**src/rtl/touch_sampler.sv**
```systemverilog
// ADS7846/XPT2046 poll sampler: converts X then Y while the pen is down and
// presents the pair on a valid/ready port. Define TOUCH_AVG_EN for 4-sample averaging.
module touch_sampler #(
  parameter int CLK_DIV     = 25,
  parameter int POLL_CYCLES = 500000
) (
  input  logic        FAB_CLK,
  input  logic        M2F_RESET_N,
  input  logic        TS_PENIRQ_N,
  input  logic        TS_MISO,
  output logic        TS_SCLK,
  output logic        TS_CS_N,
  output logic        TS_MOSI,
  output logic [11:0] XY_X,
  output logic [11:0] XY_Y,
  output logic        XY_VALID,
  input  logic        XY_READY,
  output logic        PEN_DOWN,
  output logic        OVERRUN,
  output logic [2:0]  state_dbg
);

  // Handshake: a pair moves when XY_VALID && XY_READY at a rising edge; while
  // VALID=1 and READY=0 the pair and VALID hold, and a new result is dropped (OVERRUN).

`ifdef TOUCH_AVG_EN
  localparam int NS = 4;
`else
  localparam int NS = 1;
`endif
  localparam logic [31:0] DIV_LAST  = 32'(CLK_DIV - 1);
  localparam logic [31:0] POLL_LAST = 32'(POLL_CYCLES - 1);
  localparam logic [1:0]  SMP_LAST  = 2'(NS - 1);

  typedef enum logic [2:0] {
    WAIT, CHECK, CS_SETUP, SHIFT, CS_HOLD, NEXT, PRESENT
  } state_t;

  state_t      state;
  logic [31:0] cnt;
  logic [4:0]  bit_idx;
  logic [11:0] shreg;
  logic        axis;
  logic [1:0]  smp;
  logic [1:0]  pen_sync;
  logic        penirq_sync;
  logic [7:0]  cmd;
  logic [11:0] res_x;
  logic [11:0] res_y;

`ifdef TOUCH_AVG_EN
  logic [13:0] acc_x;
  logic [13:0] acc_y;
  always_comb begin
    res_x = 12'(acc_x >> 2);
    res_y = 12'(acc_y >> 2);
  end
`else
  logic [11:0] smp_x;
  logic [11:0] smp_y;
  always_comb begin
    res_x = smp_x;
    res_y = smp_y;
  end
`endif

  assign penirq_sync = pen_sync[1];
  assign cmd         = axis ? 8'h90 : 8'hD0;
  assign state_dbg   = state;

  always_ff @(posedge FAB_CLK or negedge M2F_RESET_N) begin
    if (!M2F_RESET_N) begin
      pen_sync <= 2'b11;
      state    <= WAIT;
      cnt      <= '0;
      bit_idx  <= '0;
      shreg    <= '0;
      axis     <= 1'b0;
      smp      <= '0;
`ifdef TOUCH_AVG_EN
      acc_x    <= '0;
      acc_y    <= '0;
`else
      smp_x    <= '0;
      smp_y    <= '0;
`endif
      TS_SCLK  <= 1'b0;
      TS_CS_N  <= 1'b1;
      TS_MOSI  <= 1'b0;
      XY_X     <= '0;
      XY_Y     <= '0;
      XY_VALID <= 1'b0;
      PEN_DOWN <= 1'b0;
      OVERRUN  <= 1'b0;
    end else begin
      pen_sync <= {pen_sync[0], TS_PENIRQ_N};
      OVERRUN  <= 1'b0;
      if (XY_VALID && XY_READY) XY_VALID <= 1'b0;
      case (state)
        WAIT: begin
          if (cnt == POLL_LAST) begin
            cnt   <= '0;
            state <= CHECK;
          end else begin
            cnt <= cnt + 32'd1;
          end
        end
        CHECK: begin
          PEN_DOWN <= !penirq_sync;
          cnt      <= '0;
          if (penirq_sync) begin
            state <= WAIT;
          end else begin
`ifdef TOUCH_AVG_EN
            acc_x <= '0;
            acc_y <= '0;
`endif
            axis    <= 1'b0;
            smp     <= '0;
            TS_CS_N <= 1'b0;
            state   <= CS_SETUP;
          end
        end
        CS_SETUP: begin
          if (cnt == DIV_LAST) begin
            cnt     <= '0;
            bit_idx <= '0;
            TS_MOSI <= cmd[7];
            state   <= SHIFT;
          end else begin
            cnt <= cnt + 32'd1;
          end
        end
        SHIFT: begin
          if (cnt == DIV_LAST) begin
            cnt <= '0;
            if (!TS_SCLK) begin
              TS_SCLK <= 1'b1;
              // Rising edges 10..21 carry the 12 data bits, MSB first.
              if (bit_idx >= 5'd9 && bit_idx <= 5'd20) shreg <= {shreg[10:0], TS_MISO};
            end else begin
              TS_SCLK <= 1'b0;
              if (bit_idx == 5'd23) begin
                TS_MOSI <= 1'b0;
                state   <= CS_HOLD;
              end else begin
                bit_idx <= bit_idx + 5'd1;
                TS_MOSI <= (bit_idx < 5'd7) ? cmd[3'(5'd6 - bit_idx)] : 1'b0;
              end
            end
          end else begin
            cnt <= cnt + 32'd1;
          end
        end
        CS_HOLD: begin
          if (cnt == DIV_LAST) begin
            cnt     <= '0;
            TS_CS_N <= 1'b1;
            state   <= NEXT;
          end else begin
            cnt <= cnt + 32'd1;
          end
        end
        NEXT: begin
          if (cnt == 32'd0) begin
`ifdef TOUCH_AVG_EN
            if (axis) acc_y <= acc_y + {2'b00, shreg};
            else      acc_x <= acc_x + {2'b00, shreg};
`else
            if (axis) smp_y <= shreg;
            else      smp_x <= shreg;
`endif
          end
          if (cnt == DIV_LAST) begin
            cnt <= '0;
            if (smp == SMP_LAST) begin
              smp <= '0;
              if (axis) begin
                state <= PRESENT;
              end else begin
                axis    <= 1'b1;
                TS_CS_N <= 1'b0;
                state   <= CS_SETUP;
              end
            end else begin
              smp     <= smp + 2'd1;
              TS_CS_N <= 1'b0;
              state   <= CS_SETUP;
            end
          end else begin
            cnt <= cnt + 32'd1;
          end
        end
        PRESENT: begin
          if (penirq_sync) begin
            PEN_DOWN <= 1'b0;
          end else if (!XY_VALID || XY_READY) begin
            XY_X     <= res_x;
            XY_Y     <= res_y;
            XY_VALID <= 1'b1;
          end else begin
            OVERRUN <= 1'b1;
          end
          cnt   <= '0;
          state <= WAIT;
        end
        default: state <= WAIT;
      endcase
    end
  end

endmodule

```
**config.mk**
```make
export PLATFORM = sky130hd
export DESIGN_NAME = touch_sampler
export DESIGN_NICKNAME = d
export VERILOG_FILES = /design/src/rtl/touch_sampler.sv
export SDC_FILE = /design/constraint.sdc
export NUM_CORES = 1
export LEC_CHECK = 0
export CELL_PAD_IN_SITES_DETAIL_PLACEMENT = 1
export CELL_PAD_IN_SITES_GLOBAL_PLACEMENT = 2
export CORE_MARGIN = 2
export CORE_UTILIZATION = 35
export CTS_CLUSTER_SIZE = 8
export DETAILED_ROUTE_END_ITERATION = 12
export PLACE_DENSITY_LB_ADDON = 0.15
export SYNTH_ARGS = -nofsm -noshare
export SYNTH_HDL_FRONTEND = slang
export SYNTH_SLANG_ARGS = --single-unit
export TNS_END_PERCENT = 100
```
**constraint.sdc**
```tcl
create_clock -name FAB_CLK -period 5.3 [get_ports FAB_CLK]
set_clock_uncertainty 0.1 [all_clocks]
set_input_delay 0.53 -clock FAB_CLK [delete_from_list [all_inputs] [get_ports FAB_CLK]]
set_output_delay 0.53 -clock FAB_CLK [all_outputs]
set_load 0.01 [all_outputs]
```
**Word level (Yosys, flattened, before mapping)**

Cells that the tools add are included.
W data, S select, Z words.

- Add/subtract/negate cells: 4
- Magnitude comparators: 4
- Equal/unequal tests: 21
- Mux-type cells: 51
- Bitwise logic cells: 3
- Reduce and logical (&&, ||, !) cells: 27

Operators with widths:

| cell | count |
|---|---|
| $pmux W32 S3 | 1 |
| $mux W32 | 2 |
| $add A32 B1 Y32 const B | 1 |
| $eq A32 B19 Y1 const B | 1 |
| $eq A32 B5 Y1 const B | 1 |
| $logic_not A32 Y1 | 1 |
| $mux W3 | 9 |
| $mux W1 | 22 |
| $ne A2 B2 Y1 const B | 11 |
| $mux W5 | 4 |
| $pmux W3 S6 | 1 |
| $reduce_and A3 Y1 | 4 |
| $reduce_and A4 Y1 | 3 |
| $pmux W5 S2 | 1 |
| $reduce_and A5 Y1 | 2 |
| $eq A3 B3 Y1 const B | 3 |
| $mux W2 | 4 |
| $mux W7 | 1 |
| $reduce_and A7 Y1 | 1 |
| $eq A3 B2 Y1 const B | 2 |
| $pmux W1 S2 | 3 |
| $reduce_bool A2 Y1 | 3 |
| $reduce_bool A3 Y1 | 2 |
| $add A5 B1 Y5 const B | 1 |
| other kinds (21) | 26 |

- Flip-flop bits (word level): 111
- Input port bits: 5
- Output and inout port bits: 33
- Word-level logic and storage cells: 127

**Depth between registers and ports, before layout**

Gate-level depths: netlist (run 1).

- Depth after elaboration: 8
- Mapped depth: 9
- Gate-level depth less buffers: 8

**Least setup slack after synthesis (run 1)**

OpenSTA, ideal clock, no wires.

- Path type: register to register
- Start point: register cnt[14]
- End point: register smp_y[10] (netlist: res_y[10])
- Setup time: 0.125 ns
- Arrival time: 2.210 ns
- Data required time: 5.075 ns
- Setup slack: 2.865 ns
- Cell stages (with the launch flop): 8
- Path buffers: 1
- Clock period less this slack: 2.435 ns
- Cells stage by stage: dfrtp_1 > or4_4 > nand2b_4 > or3_1 > nor4_2 > and2_2 > buf_6 > mux2_2

- Cells in the longest elaborated chain, start to end: 2

Ends and longest elaborated chain:

| element | line | source |
|---|---|---|
| start: declaration | 40 | `logic [31:0] cnt;` |
| start signal: assignment | 105 | `cnt <= cnt + 32'd1;` |
| start signal: assignment | 131 | `cnt <= cnt + 32'd1;` |
| start signal: assignment | 152 | `cnt <= cnt + 32'd1;` |
| $logic_not A32 Y1 | 165 | `if (cnt == 32'd0) begin` |
| $reduce_and A3 Y1 (no source line) | -- |  |
| end signal: assignment | 170 | `if (axis) smp_y <= shreg;` |
| end: declaration | 60 | `logic [11:0] smp_y;` |

No other way between the ends.
A chain may end at the register's enable or synchronous reset.

**Worst setup path in the final report (run 1)**

- Start point: register cnt[23]
- End point: register shreg[9]

- Cells in the longest elaborated chain, start to end: 2

Ends and longest elaborated chain:

| element | line | source |
|---|---|---|
| $eq A32 B5 Y1 | 135 | `if (cnt == DIV_LAST) begin` |
| $reduce_and A4 Y1 (no source line) | -- |  |
| end signal: assignment | 140 | `if (bit_idx >= 5'd9 && bit_idx <= 5'd20) shreg <= {shreg[10:0], TS_MISO};` |
| end: declaration | 42 | `logic [11:0] shreg;` |

No other way between the ends.

==> run metrics, run 1 <==
Synth Area in Compound Gates 0.06497; DR WL met3 282 um; final wirelength 12,540 um; Longest Clk Path Bufs 2; CTS clk-pin slew, worst paths 80 ps; Setup TNS 0 ps; fin crit period around 3000 ps; area leader, netlist dfrtp_1; post-synthesis xor/xnor area fraction 0.03460; syn avg cell area approximately 11 sq um; # IOs 38; layout cells sized above 1 0.1869; outcome completed; fraction of registers with async set/reset 1.000; Final Cell Area 6118 sq um; TritonCTS clock tree built; Synth Instances 482; Adder-Cell Fraction of Synth Area 0.02354; Peak VDD IR roughly 160 uV; Hold Crit Class primary input to asynchronous set/reset pin; ANT cells 0; area of the multi-input gates 2360 sq um; CTS root buf clkbuf_16; post-route ant nets 0; CTS Sinks about 110; Highest Clock Rate roughly 0.33 GHz; Post-route DRC 0; Vias 3,742; First-pass DRT Iterations 4; grt ovf 0; number of flops mapped to enable cells by yosys 0; Syn-to-layout area delta 15.11%; Seq/Total Area, Yosys 0.5233; largest family of logic cells by synthesized area simple AND/OR/NAND/NOR gates; input/output buffers 37; top cells by area, synth dfrtp_1, mux2_2, nor2_1, nand3_1, nand2_1; GRT Total Usage 0.1679; Final #Nets 529; Die ar. between 15,000 and 20,000 sq um; die width about 130 um; Setup-failing EPs final 0; max layer used met4; Detail Placement HPWL between 8000 and 9000 um; Synth Net Count around 500; Slew HR 0.2984; sequential cell area around 2800 sq um; H-tree levels 3; # fillers 1,646; crit share post-route 0.5665; Num CTS Buffers 9; Crit path required time around 5400 ps; Core ar. between 15,000 and 20,000 sq um; initial antenna violation count 0; hold_buf cts 0; Synth cell types 60; Fin. Hold Viols 0; worst skew pair latency 360 ps; yosys warns 0; #FFs+latches synth approximately 110; Slew Viols, Final 0; CP startpoint kind flop; DRT met1 WL ~6200 um; Final Power around 1.5 mW; Starting Density 0.3536; Post-Synth Simple-Gate Area 0.1916; post-synth top area share 0.5085; crit path DAT 3150 ps; mapped cell area between 5000 and 6000 sq um; Slew @ Worst Pin ~1000 ps; Max Cap Viol 0; RD Place Congestion approximately 0.75; RSZ-0062 raised after global routing no; Iter 0 DRT Violations 139; standby leakage power around 2.7 nW; PD cells roughly 250 nW/um^2; DIE HEIGHT 127.2 um; mux cell area share after synthesis 0.1292; Rows 45; drt via density 5.293; CTS resizes 0; largest net degree at the start of global routing 65; wire length of the first global-routing pass ~21,000 um; met2 routed wirelength just under 6000 um; # Post-CTS Setup Buffers 0; vias in the first global route slightly below 4,000; CP Capture Type flop; Crit Path Max Fanout 12; DR WL/cell 17.74 um; Area after DPL ~5800 sq um; top_reg_cell synth dfrtp_1; Crit Path Category flop to flop
-- routing by layer --
metal / track usage / vias to the layer above
li1: - / 1793
met1: 0.2330 / 1896
met3: 0.03853 / 10
met5: 0 / -
met4: 0.04848 / 0
met2: 0.2647 / 43
-- layout by cell type, fill, tap and decap left out, types with 2 or more instances in the layout --
master,instances
nor2b_1,4
and2_1,2
a22oi_1,2
clkdlybuf4s50_1,36
and3_1,4
nand2b_1,2
clkinv_2,2
nand3_1,27
nor2_1,46
o21ai_0,12
or2_2,2
ha_1,10
a22o_1,5
buf_4,4
xnor2_1,12
dfstp_2,3
inv_6,2
nand2_1,35
nor3_1,13
mux2_2,61
xor2_1,9
o311ai_0,3
or3_1,8
clkbuf_16,9
nor4_1,12
o31ai_1,2
a21oi_1,14
and4_1,3
nand4_1,15
dfrtp_1,108
nand3b_1,2
inv_1,16
a31oi_1,3
-- cells by family after synthesis --
| logic type | count (synthesis) |
|---|---|
| flops | 111 |
| buf+inv | 36 |
| xor+xnor | 21 |
| simple gates | 190 |
| compound gates | 53 |
| mux | 61 |
| fa+ha+maj | 10 |
-- power breakdown --
group | internal [mW] | total [mW] | switching, mW
Clock | 0.329 | 0.668 | 0.339
Combinational | 0.00350 | 0.0210 | 0.0175
Sequential | 0.847 | 0.849 | 0.00108
-- state kept, by name (all words and copies together), names as in the netlist --
name,flops
XY_VALID,1
shreg,12
OVERRUN,1
state_dbg,3
res_x,12
TS_CS_N,1
bit_idx,5
PEN_DOWN,1
TS_MOSI,1
cnt,32
smp,2
XY_X,12
pen_sync,2
XY_Y,12
TS_SCLK,1
res_y,12
axis,1
-- stage by stage --
| step | setup WS [ps] | util | cells | hold WS [ps] |
|---|---|---|---|---|
| detailed placement | 2268 | 0.3878 | 691 | 247.5 |
| floorplan | 2865 | - | 482 | 134.4 |
| finish | 2298 | 0.4070 | 707 | 163.4 |
| global route | 2017 | 0.4070 | 707 | 227.7 |
| global placement | 2258 | 0.3878 | 691 | 247.4 |
| CTS | 2247 | 0.4070 | 707 | 208.8 |
-- synthesized netlist by cell type (12+ instances only) --
master	n
nand4_1	15
nand2_1	35
nand3_1	27
nor2_1	46
dfrtp_1	108
o21ai_0	12
xnor2_1	12
inv_1	16
a21oi_1	14
nor4_1	12
mux2_2	61
nor3_1	13
-- layout make-up --
class	count	share of cell area
Clock buffer	9	0.03681
Clock inverter	7	0.01022
Inverter	17	0.01043
Multi-Input combinational cell	335	0.3857
Sequential cell	111	0.4546
Tap cell	188	0.03845
Timing Repair Buffer	40	0.06380
-- worst max-delay path: stages (launching register included) --
cell and delay, ps:
dfrtp_1 450, nor4_1 570, and4_1 380, nand3_2 250, nor4_4 730, mux2_2 410
-- worst paths after layout --
check / endpoint / depth (start not counted) / slack, ps / start
setup / recovery: shreg[9]$_DFFE_PN0P_ / 5 / 2300 / cnt[23]$_DFFE_PN0P_
hold / removal: bit_idx[1]$_DFFE_PN0P_ / 1 / 160 / M2F_RESET_N
setup reg to reg: shreg[9]$_DFFE_PN0P_ / 5 / 2300 / cnt[23]$_DFFE_PN0P_
hold reg to reg: pen_sync[1]$_DFF_PN1_ / 0 / 250 / pen_sync[0]$_DFF_PN1_
max in group asynchronous: res_x[6]$_DFFE_PN0P_ / 2 / 3790 / M2F_RESET_N
min in group FAB_CLK: pen_sync[1]$_DFF_PN1_ / 0 / 250 / pen_sync[0]$_DFF_PN1_
No activity file was read; power rests on OpenSTA's default activity.
==> run 2, diff against run 1 <==
- clock period: 5.3 -> 2.7 ns (I/O delays scaled with it)
==> run 2 against run 1 <==
  * Register-to-register slack lost 2200 ps
  * Critical path depth rose by 2
  * Utilization up 2.6 points
  * Worst hold slack better by 58 ps
  * First-iteration DRC count up 12%
  * Maximum frequency is 17% higher
  * Sequential power increased by 97%
  * Combinational power rose by 130%
  * Flip-flop and latch count unchanged
  * Sequential share of layout area fell by 2.7 points
  * Critical path type unchanged
==> run metrics, run 2 (synthesis gave the netlist of run 1 again) <==
outcome completed; cell family with most CP delay simple AND/OR/NAND/NOR gates; clock share of power 0.442; CTS clk-pin slew, worst paths approximately 70 ps; RD Place Congestion roughly 0.79; WP buf/inv 1; die width ~130 um; crit share post-route 0.9489; initial antenna violation count 0; CP max stage cell or4_4; RSZ-0062 raised after global routing no; H-tree levels 3; crit path cell chain or4_4 > nand2b_4 > or3_1 > nor4_2 > and2_2 > buf_12 > mux2_2; Area after DPL approximately 6200 sq um; final wirelength 13,270 um; Sw Ratio 0.2276; Starting Density 0.3536; r2r setup slk 140 ps; Slew @ Worst Pin ~600 ps; critical path's largest stage delay approximately 580 ps; Longest Clk Path Bufs 2; ANT cells 0; internal power 2.372 mW; Max Cap Viol 0; # IOs 38; Fin. Hold Viols 0; dpl ws -45.39 ps; input/output buffers 37; Comb pwr share 0.015; Setup TNS 0 ps; Crit Path Max Fanout 12; Post-route DRC 0; most frequent cells in the layout dfrtp_1, mux2_2, nor2_1; Reg2Reg Depth 7; Highest Clock Rate just under 0.4 GHz; standby leakage power just under 3 nW; Iter 0 DRT Violations between 150 and 200; Slew HR 0.6072; Die ar. approximately 16,000 sq um; Crit path required time roughly 2800 ps; Slew Viols, Final 0; grt ovf 0; sequential share of power 0.542; final setup margin ~140 ps; crit path DAT about 2700 ps; PD cells ~470 nW/um^2; launching point of the worst reg2reg path cnt[14]$_DFFE_PN0P_; max reg flops 32; TritonCTS clock tree built; Rows between 40 and 50; Peak VDD IR about 300 uV; Num CTS Buffers 9; WP depth 7; Crit Path Category flop to flop; CTS Sinks ~110; largest net degree at the start of global routing a little over 60; fin crit period approximately 2600 ps; DIE HEIGHT around 130 um; CTS root buf clkbuf_16; Syn-to-layout area delta 22.46%; CP Capture Type flop; Detail Placement HPWL slightly below 10,000 um; Final Power just over 3 mW; wire length of the first global-routing pass ~22,000 um; # Post-CTS Setup Buffers 0; GRT Total Usage 0.1745; layout cells sized above 1 0.2464; worst skew pair latency 360 ps; Hold Crit Class primary input to flop; critical path startpoint cnt[14]$_DFFE_PN0P_; Reg with most FFs cnt; FF-to-FF End res_y[0]$_DFFE_PN0P_; DR WL/cell ~18 um; Setup-failing EPs final 0; Vias approximately 3,900; crit path capture res_y[0]$_DFFE_PN0P_; worst hold start TS_PENIRQ_N; CP startpoint kind flop; Core ar. 15,030 sq um; most common cell after layout, fill and taps aside dfrtp_1; Final Cell Area 6509 sq um; First-pass DRT Iterations 4; drt via density ~5.2; Final #Nets roughly 570; vias in the first global route just over 4,000; switching pwr ~700 uW; post-route ant nets 0
[run 2: cell types whose count changed in the layout (fill, tap and decap cells not counted), moves of 2 or more]
cell      delta
buf_12       +5
nor4_1       -3
buf_4       +31
clkinv_2     -2
clkbuf_8     +2
clkinv_4     +2
nor4_2       +2
[run 2: power groups by stage]
stage                     Combinational (mW)  Clock [mW]  Sequential, mW
after detailed placement              0.0498           0            1.70
final                                 0.0476        1.36            1.67
after CTS                             0.0509        1.41            1.67
after global placement                0.0480           0            1.70
after global routing                  0.0549        1.47            1.67
after floorplan                      0.00202           0            1.70
[run 2: metrics by stage]
stage / util / hold slack, ps / std cells
2_1_floorplan: - / -125.6 / 482
3_3_place_gp: 0.4100 / 153.4 / 727
3_5_place_dp: 0.4100 / 164.9 / 727
4_1_cts: 0.4311 / 205.8 / 744
5_1_grt: 0.4330 / 213.1 / 744
6_report: 0.4330 / 221.8 / 744
[run 2: timing repair]
item,4_1_cts,5_1_grt
setup endpoints to repair,24,52
gates resized for setup,1,4
endpoints found under the hold margin,27,0
hold buffers,1,0
[run 2: worst min-delay path by stage]
stage	end	slack [ps]	cells after the start
after floorplan	OVERRUN$_DFF_PN0_	-130	0
after global placement	bit_idx[1]$_DFFE_PN0P_	150	1
after detailed placement	bit_idx[1]$_DFFE_PN0P_	160	1
after CTS	pen_sync[0]$_DFF_PN1_	210	1
after global routing	pen_sync[0]$_DFF_PN1_	210	1
final	pen_sync[0]$_DFF_PN1_	220	1
[run 2: final cells by class]
cell class              count  area [sq um]
repair buffers             77         733.2
well taps                 188         235.2
multi-input cells         335          2394
fillers                  1623          8524
inverters                  17         63.81
flip-flops and latches    111          2781
clock inverters             5         48.80
clock buffers              11         252.7
[run 2: layer usage]
metal / global-route usage / share of wire / routed length (um)
met5: 0 / 0 / 0
met4: 0.04654 / 0.0089 / 118
met3: 0.03266 / 0.021 / 273
met2: 0.2812 / 0.48 / 6432
met1: 0.2435 / 0.49 / 6450
==> run 3, diff against run 2 <==
- ABC_AREA: not set -> 0
==> results of run 3 <==
The final DEF is identical to that of run 2; final timing and power are the same.
